**config.mk**
```make
export PLATFORM = sky130hd
export DESIGN_NAME = wb_load_stage
export DESIGN_NICKNAME = d
export VERILOG_FILES = /design/src/rtl/wb_load_stage.sv
export SDC_FILE = /design/constraint.sdc
export NUM_CORES = 1
export LEC_CHECK = 0
export ABC_AREA = 1
export BUFFER_PORTS_ARGS = -buffer_cell sky130_fd_sc_hd__buf_2
export CORE_ASPECT_RATIO = 0.9
export CORE_MARGIN = 1
export CORE_UTILIZATION = 30
export CTS_CLUSTER_DIAMETER = 120
export CTS_CLUSTER_SIZE = 16
export DETAILED_ROUTE_END_ITERATION = 16
export PLACE_DENSITY = 0.56
export REMOVE_ABC_BUFFERS = 1
export SLEW_MARGIN = 5
export SYNTH_ARGS = -nofsm -noshare
export SYNTH_HDL_FRONTEND = slang
export SYNTH_SLANG_ARGS = --single-unit
```
**constraint.sdc**
```tcl
create_clock -name clk -period 1.6 [get_ports clk]
set_input_delay 0 -clock clk [delete_from_list [all_inputs] [get_ports clk]]
set_output_delay 0 -clock clk [all_outputs]
set_load 0.005 [all_outputs]
```
**src/rtl/wb_load_stage.sv**
```systemverilog
// rtl/wb_load_stage.sv - writeback stage: retires ALU results, holds loads for the memory response
module wb_load_stage #(
    parameter int REG_W      = 32,
    parameter int REG_ADDR_W = 5
) (
    input  logic                  clk,
    input  logic                  rst,
    input  logic                  in_valid,
    output logic                  in_ready,
    input  logic [REG_ADDR_W-1:0] in_rd,
    input  logic [REG_W-1:0]      in_result,
    input  logic                  in_is_load,
    input  logic [2:0]            in_funct3,
    input  logic [1:0]            in_byte_off,
    input  logic                  mem_rvalid,
    input  logic [REG_W-1:0]      mem_rdata,
    output logic                  wb_we,
    output logic [REG_ADDR_W-1:0] wb_waddr,
    output logic [REG_W-1:0]      wb_wdata,
    output logic                  busy,
    output logic                  spurious_rsp
);

    typedef enum logic {IDLE, WAIT} state_t;

    state_t                state;
    logic [REG_ADDR_W-1:0] ld_rd;
    logic [2:0]            ld_funct3;
    logic [1:0]            ld_off;

    assign in_ready = (state == IDLE);
    assign busy     = (state == WAIT);

    // Byte lanes are picked by the full offset, halfwords by offset[1] only.
    function automatic logic [REG_W-1:0] extract(input logic [2:0] f3,
                                                 input logic [1:0] off,
                                                 input logic [REG_W-1:0] word);
        logic [7:0]  b;
        logic [15:0] h;
        b = word[{off, 3'b000} +: 8];
        h = word[{off[1], 4'b0000} +: 16];
        case (f3)
            3'b000:  extract = {{(REG_W-8){b[7]}}, b};
            3'b100:  extract = {{(REG_W-8){1'b0}}, b};
            3'b001:  extract = {{(REG_W-16){h[15]}}, h};
            3'b101:  extract = {{(REG_W-16){1'b0}}, h};
            default: extract = word;
        endcase
    endfunction

    always_ff @(posedge clk) begin
        if (rst) begin
            state        <= IDLE;
            wb_we        <= 1'b0;
            wb_waddr     <= '0;
            wb_wdata     <= '0;
            spurious_rsp <= 1'b0;
            ld_rd        <= '0;
            ld_funct3    <= '0;
            ld_off       <= '0;
        end else begin
            wb_we <= 1'b0;
            case (state)
                IDLE: begin
                    if (mem_rvalid)
                        spurious_rsp <= 1'b1;
                    if (in_valid) begin
                        if (in_is_load) begin
                            ld_rd     <= in_rd;
                            ld_funct3 <= in_funct3;
                            ld_off    <= in_byte_off;
                            state     <= WAIT;
                        end else begin
                            wb_we    <= (in_rd != '0);
                            wb_waddr <= in_rd;
                            wb_wdata <= in_result;
                        end
                    end
                end
                WAIT: begin
                    if (mem_rvalid) begin
                        wb_we    <= (ld_rd != '0);
                        wb_waddr <= ld_rd;
                        wb_wdata <= extract(ld_funct3, ld_off, mem_rdata);
                        state    <= IDLE;
                    end
                end
                default: state <= IDLE;
            endcase
        end
    end

endmodule

```
==> results of run 1 <==
## area by class of cell
type / count / share of cell area [%]
Tap cell: 122 / 3.79
Sequential cell: 50 / 24.9
Multi-Input combinational cell: 308 / 41.5
Inverter: 35 / 3.45
Clock inverter: 2 / 0.311
Timing Repair Buffer: 159 / 23.9
Clock buffer: 6 / 2.05
## Yosys cell counts, drive strengths merged, types with 2 or more instances
cell type  number
o211ai          7
inv            35
nor3            3
nand3          31
o21ai          56
dfxtp          50
a31oi           5
nand2          81
a21oi          79
a211oi          2
buf            16
or2            16
nand4           4
clkbuf         13
nor2           20
## registers in the layout (all words and copies together) (netlist names)
name and flops:
ld_funct3 3, spurious_rsp 1, ld_off 2, wb_we 1, busy 1, wb_wdata 32
wb_waddr 5, ld_rd 5
## worst max path at each step
stage | start | cells after the start | to
final | busy | 5 | spurious_rsp
after global routing | ld_off[1] | 9 | wb_wdata[10]
after CTS | busy | 5 | spurious_rsp
after detailed placement | ld_off[1] | 9 | wb_wdata[10]
after global placement | ld_funct3[1] | 8 | wb_wdata[8]
after floorplan | busy | 7 | wb_wdata[5]
## routing by layer
layer  global-route usage, %  vias up
met5                       0        -
met4                    7.65        0
met3                    3.32       18
met2                    28.9      122
met1                    24.8     1494
li1                        -     1699
## repair_timing
action	CTS	global route
setup endpoints to repair	0	24
hold buffers	24	0
endpoints found under the hold margin	27	0
resized for setup	0	7
## logic make-up after synthesis
kind of cell | synth area share [%]
AOI/OAI and AO/OA | 28.7
DFF | 34.0
buffers and inverters | 9.68
and+or+nand+nor | 27.6
## power by group through the flow
stage                     sequential, mW  combinational (mW)  clock, mW
after detailed placement            1.45               0.891          0
final                               1.42               0.947      0.794
after CTS                           1.42               0.941      0.830
after global routing                1.44                1.06      0.880
after floorplan                     1.47               0.475          0
after global placement              1.45               0.882          0
## critical path: stages, from the launching register on
cell	delay [ps]
dfxtp_2	390
inv_4	50
buf_6	180
a21oi_1	150
nor2_1	50
dlygate4sd3_1	550
==> results.md, run 1 <==
* Clock Skew at between 8 and 9 ps
* Met1 Wirelength at 4580 um
* Power share of the combinational group at between 20% and 30%
* CP max FO at 32
* 1st-pass router iterations at 4
* Final Hold Fails at 0
* Crit. End Element: flop
* Final-stage net count at about 640
* Worst Hold End: ld_off[1]
* Final setup viols at 0
* P_leak at between 1.5 and 2 nW
* GRT overflow at 0
* Post-synth top flop: dfxtp_1
* Diodes inserted at 0
* FF/Latch Area at about 1000 sq um
* Synth warnings at 0
* First-pass GRT wire length at roughly 15000 um
* PnR worst setup slack at approximately 120 ps
* Power Total at between 3 and 4 mW
* Synth top area share at roughly 34%
* Worst r2r src: busy
* DP Worst Slack at roughly 66 ps
* FF+latch count, synth at 50
* Syn_area_per_cell at around 7.0 sq um
* Area Overhead vs Synth at 36.6%
* Synthesized area at between 2000 and 3000 sq um
* Gr usage total at a little under a fifth
* Most frequent cells in the layout: 119 x buf_2, 76 x nand2_1, 67 x a21oi_1, 55 x o21ai_0, 48 x dfxtp_1
* Worst endpoint required time at between 1500 and 2000 ps
* Die area at between 10000 and 15000 sq um
* Post-synth EDFFs at 0
* Final min period at about 1500 ps
* Sw Ratio at 33.0%
* Hold WS at between 6 and 7 ps
* Period utilization at 92.2%
* Clock power share at around 25%
* Reg-to-Reg End: spurious_rsp
* Routed vias at about 3300
* CP Class: flop to flop
* Synth area leaders: dfxtp_1 34%, a21oi_1 11%, nand2_1 9.7%, o21ai_0 9.3%, nand3_2 6.5%
* Max_cap viols at 0
* Hold depth at 3
* Clock Latency Late Sink at about 310 ps
* Final core utilization at 43.1%
* Total internal power at roughly 2.1 mW
* Clk slew on worst S/H paths at around 100 ps
* Antenna violations before repair at 0
* Post-route ant nets at 0
* Die Wd at approximately 110 um
* CORE AREA at 9330 sq um
* Iter 0 DRT Violations at 150
* Largest net degree at the start of global routing at 35
* Vias per std cell at roughly 4.9
* Hold Path Class: primary input to flop
* # IOs at 120
* Post-DP Area at between 3000 and 4000 sq um
* Psw at roughly 1.0 mW
* Status: finished clean
* Final Instance Area at about 4000 sq um
* CTS Sinks at 50
* R2R Setup Slk at about 120 ps
* R2R cell count at 5
* Post-synth ARST share at 0%
* PortBufs at roughly 120
* Top layer in use: met4
* Dpl hpwl at slightly above 7000 um
* Placed cells at 650
* Startpoint class of the critical path: flop
* Core Rows at 33
* Starting Density at about a third
* Clock root cell: clkbuf_8
* Post-Route Setup TNS at 0 ps
* Crit path DAT at ~1700 ps
* RSZ-0062 raised after global routing: false
* Maximum clock insertion buffer count at 2
* Post-synth cell types at 32
* Wire length on met2 at around 4200 um
* Post-CTS Setup Bufs at 0
* H-tree levels at 2
* CTS Buf Count at 5
* Relative slew slack at 70.1%
* DR WL met3 at a little under 600 um
* HP Start: in_byte_off[1]
* WL/cell at between 10 and 15 um
* P per Cell Area at approximately 790 nW/um^2
* Post-route DRC at 0
* Commonest non-fill, non-tap cell in the layout: buf_2
* Fillers at around 1000
* Placer congestion estimate at 0.904
* Overall die height at around 96 um
* Synth area leader: dfxtp_1
* Slew Limit Fails at 0
* Multi-input gate area at roughly 1700 sq um
* CTS tree: done
* Post-Layout Cell Count at around 680
* Fmax achieved at 0.678 GHz
* Register share of total power at between 40 and 50%
* DRT Wirelength at ~9600 um
* Syn Inst Count at roughly 420
* Max VDD drop at between 0.3 and 0.4 mV
* Tightest Pin Transition at approximately 450 ps
* Share of cells above drive strength 1 at 37.7%
* Vias in the first global route at approximately 3000
* Sequential-to-total area share from yosys stat at between 30 and 40%
Note: power is estimated with default switching activity, not from simulation.
==> run 2, diff against run 1 <==
CORE_UTILIZATION = 49   (was 30)
PLACE_DENSITY = 0.83   (was 0.56)
==> results.md, run 2 (synthesis gave the netlist of run 1 again) <==
* Post-Route Setup TNS at 0 ps (unchanged)
* CP max stage cell: dfxtp_1
* PortBufs at 119 (unchanged)
* Largest net degree at the start of global routing at 33 (-5.7%)
* RSZ-0062 raised after global routing: false
* # IOs at 120 (unchanged)
* Vias in the first global route at 3087 (+2.8%)
* Final min period at 1450 ps (-24.5 ps)
* CP max FO at 32 (unchanged)
* Post-CTS Setup Bufs at 0 (unchanged)
* Max VDD drop at 0.578 mV (+75%)
* Worst endpoint required time at 1830 ps (+30 ps)
* Iter 0 DRT Violations at 307 (+100%)
* CTS Sinks at 50 (unchanged)
* Slew Limit Fails at 0 (unchanged)
* Clock Latency Late Sink at 320 ps (about the same)
* First-pass GRT wire length at 14300 um (-3.3%)
* Startpoint class of the critical path: flop
* Clk slew on worst S/H paths at 90 ps (about the same)
* Final-stage net count at 636 (-0.31%)
* Placer congestion estimate at 0.890 (-1.5%)
* H-tree levels at 2 (unchanged)
* Overall die height at 75.6 um (-21%)
* Relative slew slack at 69.8% (-0.29 points)
* Status: finished clean
* Post-DP Area at 3610 sq um (-1.6%)
* Fmax achieved at 0.689 GHz (+1.7%)
* CP Class: flop to flop
* CP bufs+invs at 1 (-2)
* Max_cap viols at 0 (unchanged)
* CTS tree: done
* Max incr delay on CP at 430 ps (-120 ps)
* Die area at 6330 sq um (-38%)
* Tightest Pin Transition at 452 ps (+4.32 ps)
* Most frequent cells in the layout: 119 x buf_2, 76 x nand2_1, 67 x a21oi_1, 55 x o21ai_0, 50 x dfxtp_1
* Routed vias at 3451 (+3.5%)
* Critical path cell sequence: nand2_1 -> nand2_2 -> buf_4 -> o21ai_0 -> a31oi_1
* CORE AREA at 5730 sq um (-39%)
* R2R Setup Slk at 150 ps (+20 ps)
* Final Instance Area at 3930 sq um (-2.4%)
* Post-route DRC at 0 (unchanged)
* Clock root cell: clkbuf_8
* DRT Wirelength at 8910 um (-7.1%)
* GRT overflow at 0 (unchanged)
* Final setup viols at 0 (unchanged)
* Largest register FFs at 32 (unchanged)
* Starting Density at 51.5% (+20 points)
* WL/cell at 14.2 um (+0.93%)
* Area Overhead vs Synth at 33.3%
* CTS Buf Count at 5 (unchanged)
* Post-route ant nets at 0 (unchanged)
* Core Rows at 26 (-21%)
* P_leak at 1.94 nW (-0.50%)
* Final Hold Fails at 0 (unchanged)
* Delay-heaviest family, CP: flip-flops
* Largest regs: wb_wdata: 32 flops, ld_rd: 5 flops, wb_waddr: 5 flops
* Diodes inserted at 0 (unchanged)
* P per Cell Area at 800 nW/um^2 (+1.7%)
* Power Total at 3.14 mW (-0.74%)
* Commonest non-fill, non-tap cell in the layout: buf_2
* Vias per std cell at 5.50 (+12%)
* Gr usage total at 28.0% (+9.7 points)
* Largest register by flop count: wb_wdata
* 1st-pass router iterations at 5 (+1)
* Share of cells above drive strength 1 at 36.9% (-0.76 points)
* Die Wd at 83.7 um (-21%)
* Crit. End Element: flop
* Clock Skew at 9.06 ps (+0.363 ps)
* Dpl hpwl at 6200 um (-13%)
* Final core utilization at 68.6% (+25 points)
* Period utilization at 90.7% (-1.5 points)
* Crit path DAT at 1680 ps (about the same)
* Hold Path Class: primary input to flop
* Maximum clock insertion buffer count at 2 (unchanged)
* Antenna violations before repair at 0 (unchanged)
==> run 2: area by class of cell <==
class	count	area [sq um]
clock buffer	7	86.3
sequential	50	1000
clock inverter	1	5.00
timing repair buffer	157	951
fill	505	1800
inverter	35	136
tap	70	87.6
multi-input combinational	308	1660
==> run 2: routing by layer <==
layer | global-route usage (%) | part of all wire [%] | vias to the layer above
li1 | - | - | 1692
met1 | 35.9 | 43 | 1585
met4 | 10.4 | 1.8 | 0
met3 | 5.20 | 7.5 | 15
met5 | 0 | 0 | -
met2 | 48.2 | 47 | 159
==> run 2: repair_timing <==
action / in CTS / in global routing
hold endpoints to repair: 27 / 0
setup endpoints to repair: 0 / 0
resized for setup: 0 / 0
hold buffers: 23 / 0
==> run 2: report_power, final <==
part           total [mW]  switching (mW)  internal [mW]
clock network       0.779           0.429          0.350
registers            1.42          0.0618           1.36
logic               0.944           0.535          0.409
==> run 2: path summary, 6_finish.rpt <==
| check | from | end | cells after the start |
|---|---|---|---|
| max | busy | wb_waddr[4] | 5 |
| max reg2reg | busy | wb_waddr[4] | 5 |
| min reg2reg | ld_rd[1] | ld_rd[1] | 2 |
| min | in_funct3[1] | ld_funct3[1] | 3 |
==> run 2: tightest hold or removal path: cells and delay by family <==
family / cells / cell delay [ps]
AOI/OAI and AO/OA: 2 / 200
buffers and inverters: 1 / 80
==> run 2: stage by stage <==
stage	hold WS [ps]	std cells	worst slack [ps]
after global routing	24.3	628	28.7
after global placement	248	597	235
after CTS	4.47	628	177
final	5.98	628	149
after floorplan	69.1	393	-808
after detailed placement	251	597	197
==> run 3, diff against run 2 <==
RECOVER_POWER = 25   (was unset)
==> results.md, run 3 (synthesis gave the netlist of run 1 again) <==
* Startpoint class of the critical path: flop
* Commonest non-fill, non-tap cell in the layout: buf_2
* P_leak at 1.91 nW (-1.6%)
* Iter 0 DRT Violations at 304 (-0.98%)
* Worst r2r src: ld_off[1]
* Post-route ant nets at 0 (unchanged)
* Largest register FFs at 32 (unchanged)
* Share of cells above drive strength 1 at 35.5% (-1.4 points)
* R2R Setup Slk at 150 ps (about the same)
* Post-CTS Hold Buffers at 23 (unchanged)
* H-tree levels at 2 (unchanged)
* PnR worst setup slack at 154 ps (+4.26 ps)
* Routed vias at 3436 (-0.43%)
* Clock root cell: clkbuf_8
* Dpl hpwl at 6200 um (unchanged)
* Die area at 6330 sq um (unchanged)
* Final Hold Fails at 0 (unchanged)
* Gr usage total at 28.0% (unchanged)
* FF/Latch Area at 1000 sq um (unchanged)
* Fmax achieved at 0.691 GHz (+0.29%)
* Status: finished clean
* Post-route DRC at 0 (unchanged)
* Multi-input gate area at 1660 sq um (unchanged)
* Core Rows at 26 (unchanged)
* Placer congestion estimate at 0.890 (unchanged)
* Vias in the first global route at 3087 (unchanged)
* Hold depth at 3 (unchanged)
* Power Total at 3.14 mW (-0.11%)
* Antenna violations before repair at 0 (unchanged)
* Final-stage net count at 636 (unchanged)
* Largest net degree at the start of global routing at 33 (unchanged)
* Overall die height at 75.6 um (unchanged)
* Final setup viols at 0 (unchanged)
* Area Overhead vs Synth at 33.0%
* Max_cap viols at 0 (unchanged)
* RSZ-0062 raised after global routing: false
* Max VDD drop at 0.579 mV (+0.15%)
* Clock Skew at 8.24 ps (-0.826 ps)
* Final min period at 1450 ps (-4.26 ps)
* Largest register by flop count: wb_wdata
* PortBufs at 119 (unchanged)
* Die Wd at 83.7 um (unchanged)
* DP Worst Slack at 197 ps (unchanged)
* HP Start: in_funct3[1]
* Post_cts resized at 0 (unchanged)
* CTS Sinks at 50 (unchanged)
* Post-Layout Cell Count at 628 (unchanged)
* Starting Density at 51.5% (unchanged)
* Worst Hold End: ld_funct3[1]
* Clk slew on worst S/H paths at 90 ps (about the same)
* Maximum clock insertion buffer count at 2 (unchanged)
* Relative slew slack at 69.9% (+0.092 points)
* Period utilization at 90.4% (-0.27 points)
* Fillers at 510 (+0.99%)
* Clock Latency Late Sink at 320 ps (about the same)
* CTS Buf Count at 5 (unchanged)
* CP Class: flop to flop
* Crit path DAT at 1660 ps (-20 ps)
* Tightest Pin Transition at 451 ps (-1.38 ps)
* DRT Wirelength at 8910 um (about the same)
* WL/cell at 14.2 um (about the same)
* Hold Path Class: primary input to flop
* Largest regs: wb_wdata: 32 flops, ld_rd: 5 flops, wb_waddr: 5 flops
* First-pass GRT wire length at 14300 um (unchanged)
* Reg-to-Reg End: wb_wdata[5]
* P per Cell Area at 801 nW/um^2 (+0.14%)
* Worst endpoint required time at 1810 ps (-20 ps)
* 1st-pass router iterations at 5 (unchanged)
* CORE AREA at 5730 sq um (unchanged)
* R2R cell count at 7 (+2)
* Crit. End Element: flop
* CP max FO at 12 (-63%)
* # IOs at 120 (unchanged)
* Most frequent cells in the layout: 111 x buf_2, 76 x nand2_1, 67 x a21oi_1, 55 x o21ai_0, 50 x dfxtp_1
* GRT overflow at 0 (unchanged)
* Diodes inserted at 0 (unchanged)
* Slew Limit Fails at 0 (unchanged)
* CTS tree: done
* Vias per std cell at 5.47 (-0.43%)
* Post-CTS Setup Bufs at 0 (unchanged)
* Placed cells at 597 (unchanged)
==> run 3: changes by cell type in the layout (fill, tap and decap cells not counted), sizes merged <==
cell    before  now
buf        134  126
clkbuf       7   15
==> run 3: layout make-up <==
class,instances,share of cell area [%]
Sequential cell,50,25.6
Clock buffer,7,2.20
Clock inverter,1,0.128
Tap cell,70,2.24
Timing Repair Buffer,157,24.0
Multi-Input combinational cell,308,42.4
Inverter,35,3.48
==> run 3: through the flow <==
step | hold WS (ps) | setup TNS [ps] | utilization, % | area, sq um
after floorplan | 69.1 | -25320 | - | 2800
after global placement | 248 | 0 | 63.0 | 3610
after detailed placement | 251 | 0 | 63.0 | 3610
after CTS | 4.47 | 0 | 68.6 | 3930
after global routing | 24.3 | 0 | 68.4 | 3920
final | 5.83 | 0 | 68.4 | 3920
==> run 3: how the worst max path moves through the flow <==
stage	start	end	slack, ps	cells past startpoint
after CTS	busy	wb_waddr[4]	180	5
after floorplan	busy	wb_wdata[5]	-810	7
after global placement	ld_off[1]	wb_wdata[5]	240	7
after detailed placement	ld_off[1]	wb_wdata[5]	200	7
final	ld_off[1]	wb_wdata[5]	150	7
after global routing	ld_off[1]	wb_wdata[5]	30	7
==> run 3: where the power goes <==
group	leakage, nW	internal, mW	switching (mW)
Combinational	1.44	0.405	0.536
Clock	0.0482	0.350	0.429
Sequential	0.413	1.36	0.0620
Total	1.91	2.11	1.03
==> run 3: routing by layer <==
metal	track usage, %	wire length [um]	vias up
li1	-	-	1696
met1	35.9	3890	1580
met2	48.2	4280	145
met3	5.20	583	15
met4	10.4	163	0
met5	0	0	-
==> run 3: worst max-delay path: stages (launching register included) <==
cell and delay, ps:
dfxtp_1 410, buf_4 210, nand2_1 100, nor2_1 260, nand2_1 90, nand3_1 120, o21a_1 120, nor2_1 40
